--- src/rtl/bram_stream_reader.sv ---
// bram_stream_reader
// Drains a contiguous word range from BRAM port B and presents it as an
// AXI4-Stream master. BRAM read latency is absorbed by a credit-limited skid
// FIFO of RD_LAT+2 entries, so tready backpressure never drops or repeats a word.
// Optional feature macro: READER_LOOP_EN adds the `loop` input; while loop is
// high at the last read of a pass, the next pass restarts from base_addr.
module bram_stream_reader #(
    parameter int AW     = 10,
    parameter int DW     = 32,
    parameter int RD_LAT = 1
) (
    input  logic          clk,
    input  logic          rstn,
    input  logic          start,
    input  logic [AW-1:0] base_addr,
    input  logic [AW:0]   length,
`ifdef READER_LOOP_EN
    input  logic          loop,
`endif
    output logic          busy,
    output logic          done,
    output logic          bram_en,
    output logic [AW-1:0] bram_addr,
    input  logic [DW-1:0] bram_dout,
    output logic [DW-1:0] m_axis_tdata,
    output logic          m_axis_tvalid,
    input  logic          m_axis_tready,
    output logic          m_axis_tlast
);

    localparam int DEPTH = RD_LAT + 2;
    localparam int PW    = $clog2(DEPTH);
    localparam int CW    = $clog2(DEPTH + 1);
    localparam bit LAT2  = (RD_LAT == 2);

    localparam logic [CW-1:0] DEPTH_C  = CW'(DEPTH);
    localparam logic [CW-1:0] CW_ZERO  = {CW{1'b0}};
    localparam logic [CW-1:0] CW_ONE   = CW'(1);
    localparam logic [PW-1:0] PTR_MAX  = PW'(DEPTH - 1);
    localparam logic [PW-1:0] PTR_ONE  = PW'(1);
    localparam logic [AW-1:0] ADDR_ONE = AW'(1);
    localparam logic [AW:0]   CNT_ZERO = {(AW+1){1'b0}};
    localparam logic [AW:0]   CNT_ONE  = {{AW{1'b0}}, 1'b1};
    localparam logic [AW:0]   LEN_MAX  = {1'b1, {AW{1'b0}}};

    typedef enum logic [1:0] {
        ST_IDLE  = 2'd0,
        ST_RUN   = 2'd1,
        ST_DRAIN = 2'd2
    } state_t;

    state_t          state_r, state_s;
    logic [AW:0]     len_r, len_s, len_in_s, len_cur_s;
    logic [AW-1:0]   base_r, base_s, base_cur_s;
    logic [AW-1:0]   nxt_addr_r, nxt_addr_s, iss_addr_s;
    logic [AW:0]     issued_r, issued_s, iss_cnt_s;
    logic            busy_r, busy_s, done_r, done_s;
    logic            bram_en_r, bram_last_r;
    logic [AW-1:0]   bram_addr_r;
    logic            issue_s, iss_last_s, loop_s;
    logic [CW-1:0]   credit_r, credit_avail_s;
    logic            credit_ok_s;
    logic [1:0]      vld_pipe_r, last_pipe_r;
    logic            push_s, push_last_s, pop_s;
    logic [DW:0]     fifo_mem_r [DEPTH];
    logic [PW-1:0]   wr_ptr_r, rd_ptr_r, rd_ptr_n_s;
    logic [CW-1:0]   fifo_cnt_r, fifo_cnt_s, cnt_after_pop_s;
    logic [DW:0]     head_s;
    logic            tvalid_r, tvalid_s, tlast_r;
    logic [DW-1:0]   tdata_r;

    // Circular pointer advance over DEPTH entries (DEPTH need not be a power of two).
    function automatic logic [PW-1:0] ptr_inc(input logic [PW-1:0] p);
        if (p == PTR_MAX) begin
            return {PW{1'b0}};
        end else begin
            return p + PTR_ONE;
        end
    endfunction

`ifdef READER_LOOP_EN
    assign loop_s = loop;
`else
    assign loop_s = 1'b0;
`endif

    assign len_in_s       = (length > LEN_MAX) ? LEN_MAX : length;
    assign pop_s          = tvalid_r & m_axis_tready;
    assign push_s         = LAT2 ? vld_pipe_r[1] : vld_pipe_r[0];
    assign push_last_s    = LAT2 ? last_pipe_r[1] : last_pipe_r[0];
    assign credit_avail_s = credit_r - {{(CW-1){1'b0}}, pop_s};
    assign credit_ok_s    = (credit_avail_s < DEPTH_C);

    // Next-state, issue decision and pass bookkeeping.
    always_comb begin
        state_s    = state_r;
        len_s      = len_r;
        base_s     = base_r;
        nxt_addr_s = nxt_addr_r;
        issued_s   = issued_r;
        busy_s     = busy_r;
        done_s     = 1'b0;
        issue_s    = 1'b0;
        iss_addr_s = nxt_addr_r;
        iss_cnt_s  = issued_r + CNT_ONE;
        len_cur_s  = len_r;
        base_cur_s = base_r;
        iss_last_s = 1'b0;
        case (state_r)
            ST_IDLE: begin
                if (start) begin
                    if (len_in_s == CNT_ZERO) begin
                        done_s = 1'b1;
                    end else begin
                        state_s    = ST_RUN;
                        busy_s     = 1'b1;
                        len_s      = len_in_s;
                        base_s     = base_addr;
                        issue_s    = 1'b1;
                        iss_addr_s = base_addr;
                        iss_cnt_s  = CNT_ONE;
                        len_cur_s  = len_in_s;
                        base_cur_s = base_addr;
                    end
                end else begin
                    state_s = ST_IDLE;
                end
            end
            ST_RUN: begin
                if (credit_ok_s) begin
                    issue_s = 1'b1;
                end else begin
                    issue_s = 1'b0;
                end
            end
            ST_DRAIN: begin
                // The final pop is the one that empties the outstanding credit.
                if (pop_s && (credit_r == CW_ONE)) begin
                    state_s = ST_IDLE;
                    busy_s  = 1'b0;
                    done_s  = 1'b1;
                end else begin
                    state_s = ST_DRAIN;
                end
            end
            default: begin
                state_s = ST_IDLE;
                busy_s  = 1'b0;
            end
        endcase
        if (issue_s) begin
            if (iss_cnt_s == len_cur_s) begin
                iss_last_s = 1'b1;
                if (loop_s) begin
                    nxt_addr_s = base_cur_s;
                    issued_s   = CNT_ZERO;
                end else begin
                    state_s    = ST_DRAIN;
                    nxt_addr_s = iss_addr_s + ADDR_ONE;
                    issued_s   = iss_cnt_s;
                end
            end else begin
                nxt_addr_s = iss_addr_s + ADDR_ONE;
                issued_s   = iss_cnt_s;
            end
        end else begin
            iss_last_s = 1'b0;
        end
    end

    // Control registers, BRAM request outputs and the outstanding-word credit.
    always_ff @(posedge clk or negedge rstn) begin
        if (!rstn) begin
            state_r     <= ST_IDLE;
            len_r       <= CNT_ZERO;
            base_r      <= {AW{1'b0}};
            nxt_addr_r  <= {AW{1'b0}};
            issued_r    <= CNT_ZERO;
            busy_r      <= 1'b0;
            done_r      <= 1'b0;
            bram_en_r   <= 1'b0;
            bram_last_r <= 1'b0;
            bram_addr_r <= {AW{1'b0}};
            credit_r    <= CW_ZERO;
        end else begin
            state_r     <= state_s;
            len_r       <= len_s;
            base_r      <= base_s;
            nxt_addr_r  <= nxt_addr_s;
            issued_r    <= issued_s;
            busy_r      <= busy_s;
            done_r      <= done_s;
            bram_en_r   <= issue_s;
            bram_last_r <= iss_last_s;
            bram_addr_r <= issue_s ? iss_addr_s : bram_addr_r;
            credit_r    <= credit_avail_s + {{(CW-1){1'b0}}, issue_s};
        end
    end

    // Issue-valid shift register marking when bram_dout holds a requested word.
    always_ff @(posedge clk or negedge rstn) begin
        if (!rstn) begin
            vld_pipe_r  <= 2'b00;
            last_pipe_r <= 2'b00;
        end else begin
            vld_pipe_r  <= {vld_pipe_r[0], bram_en_r};
            last_pipe_r <= {last_pipe_r[0], bram_en_r & bram_last_r};
        end
    end

    // FIFO occupancy and next stream head (head holds until it is popped).
    always_comb begin
        rd_ptr_n_s      = pop_s ? ptr_inc(rd_ptr_r) : rd_ptr_r;
        cnt_after_pop_s = fifo_cnt_r - {{(CW-1){1'b0}}, pop_s};
        fifo_cnt_s      = cnt_after_pop_s + {{(CW-1){1'b0}}, push_s};
        tvalid_s        = (fifo_cnt_s != CW_ZERO);
        if (cnt_after_pop_s != CW_ZERO) begin
            head_s = fifo_mem_r[rd_ptr_n_s];
        end else if (push_s) begin
            head_s = {push_last_s, bram_dout};
        end else begin
            head_s = {1'b0, tdata_r};
        end
    end

    // Skid FIFO storage and registered stream outputs.
    always_ff @(posedge clk or negedge rstn) begin
        if (!rstn) begin
            for (int i = 0; i < DEPTH; i++) begin
                fifo_mem_r[i] <= {(DW+1){1'b0}};
            end
            wr_ptr_r   <= {PW{1'b0}};
            rd_ptr_r   <= {PW{1'b0}};
            fifo_cnt_r <= CW_ZERO;
            tvalid_r   <= 1'b0;
            tlast_r    <= 1'b0;
            tdata_r    <= {DW{1'b0}};
        end else begin
            if (push_s) begin
                fifo_mem_r[wr_ptr_r] <= {push_last_s, bram_dout};
                wr_ptr_r             <= ptr_inc(wr_ptr_r);
            end
            rd_ptr_r   <= rd_ptr_n_s;
            fifo_cnt_r <= fifo_cnt_s;
            tvalid_r   <= tvalid_s;
            tlast_r    <= head_s[DW];
            tdata_r    <= head_s[DW-1:0];
        end
    end

    assign busy          = busy_r;
    assign done          = done_r;
    assign bram_en       = bram_en_r;
    assign bram_addr     = bram_addr_r;
    assign m_axis_tdata  = tdata_r;
    assign m_axis_tvalid = tvalid_r;
    assign m_axis_tlast  = tlast_r;

endmodule

--- config.mk ---
export PLATFORM = sky130hd
export DESIGN_NAME = bram_stream_reader
export DESIGN_NICKNAME = d
export VERILOG_FILES = /design/src/rtl/bram_stream_reader.sv
export SDC_FILE = /design/constraint.sdc
export NUM_CORES = 1
export LEC_CHECK = 0
export BUFFER_PORTS_ARGS = -buffer_cell sky130_fd_sc_hd__buf_2
export CORE_ASPECT_RATIO = 1.4
export CORE_UTILIZATION = 50
export CTS_BUF_LIST = sky130_fd_sc_hd__clkbuf_16
export DETAILED_ROUTE_END_ITERATION = 10
export PLACE_DENSITY = 0.71
export SETUP_SLACK_MARGIN = 0.1
export SKIP_LAST_GASP = 1
export SYNTH_ARGS = -nofsm -noshare
export SYNTH_HDL_FRONTEND = slang
export SYNTH_SLANG_ARGS = --single-unit
--- constraint.sdc ---
create_clock -name clk -period 3.2 [get_ports clk]
set_clock_uncertainty 0.15 [all_clocks]
set_input_delay 0.32 -clock clk [delete_from_list [all_inputs] [get_ports clk]]
set_output_delay 0.32 -clock clk [all_outputs]
set_load 0.1 [all_outputs]
Word level (Yosys, flattened, before mapping)
Cells that the tools add are included.
{ "word_totals": {"register_bits": 191, "inputBits": 57, "word_cells": 97} }
{ "classes": {"n_addsub": 8, "magnitude_cmp": 5, "n_eq_ne": 9, "n_mux": 41, "bitwise_logic": 5, "reduce_logical": 8} }
{ "op_table": {"columns": ["op", "count"], "rows": [
  ["two-way mux 33 bit", 5],
  ["bitwise mux 99 bit", 1],
  ["two-way mux 11 bit", 7],
  ["binary-select mux 33 bit (select 2 bit)", 1],
  ["demux 33 bit (select 2 bit)", 1],
  ["two-way mux 10 bit", 3],
  ["two-way mux 2 bit", 8],
  ["adder 11 x 1 -> 11 bit, second input constant", 1],
  ["equality test 11 bit", 1],
  ["> comparator 11 bit, second input constant", 1],
  ["logical NOT 11 bit", 1],
  ["two-way mux 1 bit", 11],
  ["adder 10 x 1 -> 10 bit, second input constant", 1],
  ["equality test 2 bit, second input constant", 3],
  ["greater-or-equal comparator 3 bit, second input constant", 2],
  ["inequality test 2 bit, second input constant", 3],
  ["NOT 2 -> 3 bit", 2],
  ["one-hot mux 2 bit (3 select lines)", 1],
  ["nonzero test 2 bit", 3],
  ["adder 2 x 1 -> 2 bit", 2],
  ["adder 2 x 1 -> 2 bit, second input constant", 2],
  ["equality test 2 x 1 -> 1 bit, second input constant", 2],
  ["one-hot mux 1 bit (2 select lines)", 2],
  ["AND reduction 4 bit", 1],
  ["other kinds (8)", 11]
]} }

Depth between registers and ports, before layout
{ "logic_depth": {"depth_word": 9, "ltp_mapped": 13, "ltp_nobuf": 10} }

Worst setup path before layout
No wires, ideal clock.
{ "synth_path": {"kind": "flip-flop to flip-flop", "startpoint": "reg state_r[1]", "endpoint": "reg nxt_addr_r[8]", "setup_ps": 124, "arrival_ps": 2926, "required_time_ps": 2926, "setup_slack_ps": 0, "path_stages_with_launch": 14, "synth_period_minus_slack_ps": 3200, "cell_sequence": "dfrtp_1 buf_6 or3b_1 buf_6 nor2_1 buf_2 buf_2 nand2_1 nand2_1 ha_1 a21boi_1 nand3_1 o211a_1 a211o_1"} }
{ "synth_via": {"elab_chain_len": 3, "word_cells_on_any_way": 5, "cone_classes": "add/sub: 1; eq/ne: 1; mux: 2; reduce/logical: 1"} }
{ "synth_lines": {"columns": ["item", "line_no", "rtl"], "rows": [
  ["start, declared", "52", "state_t state_r, state_s;"],
  ["start signal, assigned", "186", "state_r <= state_s;"],
  ["logical NOT 2 bit", "109", "case (state_r)"],
  ["two-way mux 10 bit", "109", null],
  ["net iss_addr_s[1]", "55", "logic [AW-1:0] nxt_addr_r, nxt_addr_s, iss_addr_s;"],
  ["adder 10 x 1 -> 10 bit", "159, 163", null],
  ["end signal, assigned", "177", "nxt_addr_r <= {AW{1'b0}};"],
  ["end signal, assigned", "189", "nxt_addr_r <= nxt_addr_s;"],
  ["end, declared", "55", null]
]} }
The timed path passes the listed nets, and every way through them passes these cells.
A chain may end at the register's enable or synchronous reset.

Worst setup path after layout
Ends and elaborated chain as after synthesis.

==> results.sh <==
export IMPL_die_width_microns=116
export IMPL_drtAntennaViolNets=0
export IMPL_worst_setup_path_type="reg -> reg"
export IMPL_met1_usage=0.277
export IMPL_cts_htree_levels=4
export IMPL_outcome="complete, no violations"
export IMPL_grt_antenna_before_repair=0
export IMPL_hpwl_mm=12.9
export IMPL_yosysWarnings=0
export IMPL_clk_pin_slew_worst_paths_ps=80
export IMPL_final_util=0.597
export IMPL_cts_tree="built"
export IMPL_synth_seq_cells=191
export IMPL_clock_sinks=191
export IMPL_ys_flop_type="dfrtp_1"
export IMPL_drt_iter0_markers=264
export IMPL_synth_edf_count=0
export IMPL_min_period_ps=2900
export IMPL_core_area_sq_um=17900
export IMPL_final_max_slew_violation_count=0
export IMPL_wl_per_cell_microns=17.5
export IMPL_grt_first_pass_wirelength_mm=32.4
export IMPL_finalWeightedCongestion=0.840
export IMPL_rows=58
export IMPL_tightestPinTransition_ps=869
export IMPL_die_area_sq_um=18800
export IMPL_pin_count=104
export IMPL_netlist_area_sq_um=9140
export IMPL_grt_pass1_vias=6417
export IMPL_setup_viol=0
export IMPL_end_kind="flip-flop"
export IMPL_cap_violations=0
export IMPL_initial_core_util=0.510
export IMPL_ys_seq_area_frac=0.523
export IMPL_vias=6458
export IMPL_cp_arrival_ps=3080
export IMPL_synth_cells=771
export IMPL_hold_buffers=7
export IMPL_cp_max_fo=12
export IMPL_grt_max_degree=86
export IMPL_cp_required_ps=3380
export IMPL_drive_gt1_frac=0.352
export IMPL_start_kind="flip-flop"
export IMPL_overflow=0
export IMPL_met3_usage=0.0444
export IMPL_num_antenna_cells=0
export IMPL_synth_cell_types=63
export IMPL_max_slew_margin=0.419
export IMPL_drcViolationCount=0
export IMPL_holdWs_ps=9.16
export IMPL_cts_buffer_depth=2
export IMPL_nets=943
export IMPL_root_buffer="clkbuf_16"
export IMPL_track_usage=0.223
export IMPL_viasPerCell=5.70
export IMPL_met2_usage=0.385
export IMPL_dr_pass1_iters=4
export IMPL_rsz0062_at_grt="false"
export IMPL_max_freq_ghz=0.345
export IMPL_wl_mm=19.8
export IMPL_area_delta_synth_final_pct=17.2
export IMPL_period_share=0.906
export IMPL_synth_avg_cell_area_sq_um=11.9
export IMPL_fin_tns_setup_ps=0
export IMPL_cts_setup_buffers=0
export IMPL_ctsResizeCount=0
export IMPL_syn_num_nets=834
export IMPL_timing_final_hold_violations=0
export IMPL_cts_buffers=17
export IMPL_hold_path_class="in -> reg"
export IMPL_clk_latency_ps=440
export IMPL_portBuffers=103
export IMPL_die_h_microns=162
export IMPL_busiest_layer="met2"
export IMPL_async_flop_share=1.00
-- worst max-delay path, cell delays in order (launching register included) --
cell,delay [ps]
dfrtp_1,470
or3b_1,420
nor2_1,180
buf_4,220
nand2_1,60
o21ai_0,100
ha_1,240
a21boi_2,290
nand3_1,180
o211a_1,230
a211o_1,260
-- metrics by stage --
stage | std cells | instance area (sq um) | worst slack, ps
final | 1133 | 10700 | 300
after floorplan | 771 | 9150 | 108
after detailed placement | 1094 | 10000 | 307
after global placement | 1094 | 10000 | 368
after CTS | 1133 | 10700 | 293
after global routing | 1133 | 10700 | 110
-- layer usage --
| layer | share of wire | wire [microns] | vias to the layer above |
|---|---|---|---|
| li1 | - | - | 3046 |
| met1 | 0.44 | 8670 | 3242 |
| met2 | 0.51 | 10200 | 147 |
| met3 | 0.034 | 683 | 23 |
| met4 | 0.015 | 304 | 0 |
| met5 | 0 | 0 | - |
-- state kept, by name, summed over array words and instances (netlist names) --
name	count
vld_pipe_r	1
bram_addr	10
bram_en	1
nxt_addr_r	10
wr_ptr_r	2
rd_ptr_r	2
len_r	11
done	1
fifo_mem_r	99
bram_last_r	1
issued_r	11
credit_r	2
m_axis_tdata	32
busy	1
m_axis_tlast	1
fifo_cnt_r	2
state_r	2
m_axis_tvalid	1
last_pipe_r	1
-- layout by cell type, fill, tap and decap left out, drive strengths merged, types with 3 or more instances in the layout --
cell         instances
dlygate4sd3          7
inv                 24
a31oi               11
o211ai               3
clkbuf              18
xor2                11
or3                  4
clkinv               4
nand2               52
nor2                25
nand4                5
nor4                 4
nor3b                3
nand2b               8
mux2i               37
ha                   6
and3                 7
buf                129
nand3b               4
a22o                 3
nand3               20
a21oi               50
dfrtp              191
o21ai               22
nor3                 8
xnor2               20
a221oi              34
or2                  3
a211oi               3
mux2               136
and2                 3
a21o                 4
-- cell type report --
type,count,area [sq um]
Sequential cell,191,4780
Inverter,15,56.3
Fill cell,1521,7220
Multi-Input combinational cell,518,4140
Clock inverter,15,171
Clock buffer,17,425
Tap cell,240,300
Timing Repair Buffer,137,835
-- worst paths after layout --
check	startpoint	to	slack, ps	cells after the start
max	state_r[1]	nxt_addr_r[8]	300	10
min reg2reg	bram_en	vld_pipe_r[0]	270	0
max reg2reg	state_r[1]	nxt_addr_r[8]	300	10
min in group asynchronous	rstn	fifo_mem_r[62]	340	2
min	bram_dout[29]	fifo_mem_r[95]	9	2
max in group asynchronous	rstn	m_axis_tdata[13]	1720	3
-- cell usage after synthesis, drive strengths merged, types with 5 or more instances --
cell type | n | area, sq um
dfrtp | 191 | 4780
nand3 | 20 | 100
nand2b | 8 | 50.1
nor2 | 25 | 93.8
nor3 | 8 | 40.0
a21oi | 50 | 250
nand2 | 52 | 195
xor2 | 11 | 96.3
mux2 | 136 | 1530
inv | 15 | 56.3
buf | 11 | 62.6
mux2i | 37 | 370
o21ai | 22 | 110
xnor2 | 20 | 175
nand4 | 5 | 31.3
ha | 6 | 75.1
and3 | 7 | 43.8
clkbuf | 36 | 135
a31oi | 11 | 83.8
a221oi | 34 | 298
-- logic make-up after synthesis --
logic type               count (synthesis)  share of synthesized area
AO/OA/AOI/OAI                          152                      0.114
multiplexers                           173                      0.208
flip-flops                             191                      0.523
adder cells (fa/ha/maj)                  6                    0.00821
buffers and inverters                   62                     0.0278
XOR/XNOR                                31                     0.0297
AND/OR/NAND/NOR                        156                     0.0890
Power is not shown: default switching activity piles up to over one toggle a cycle in this logic, so the estimate is an artifact.
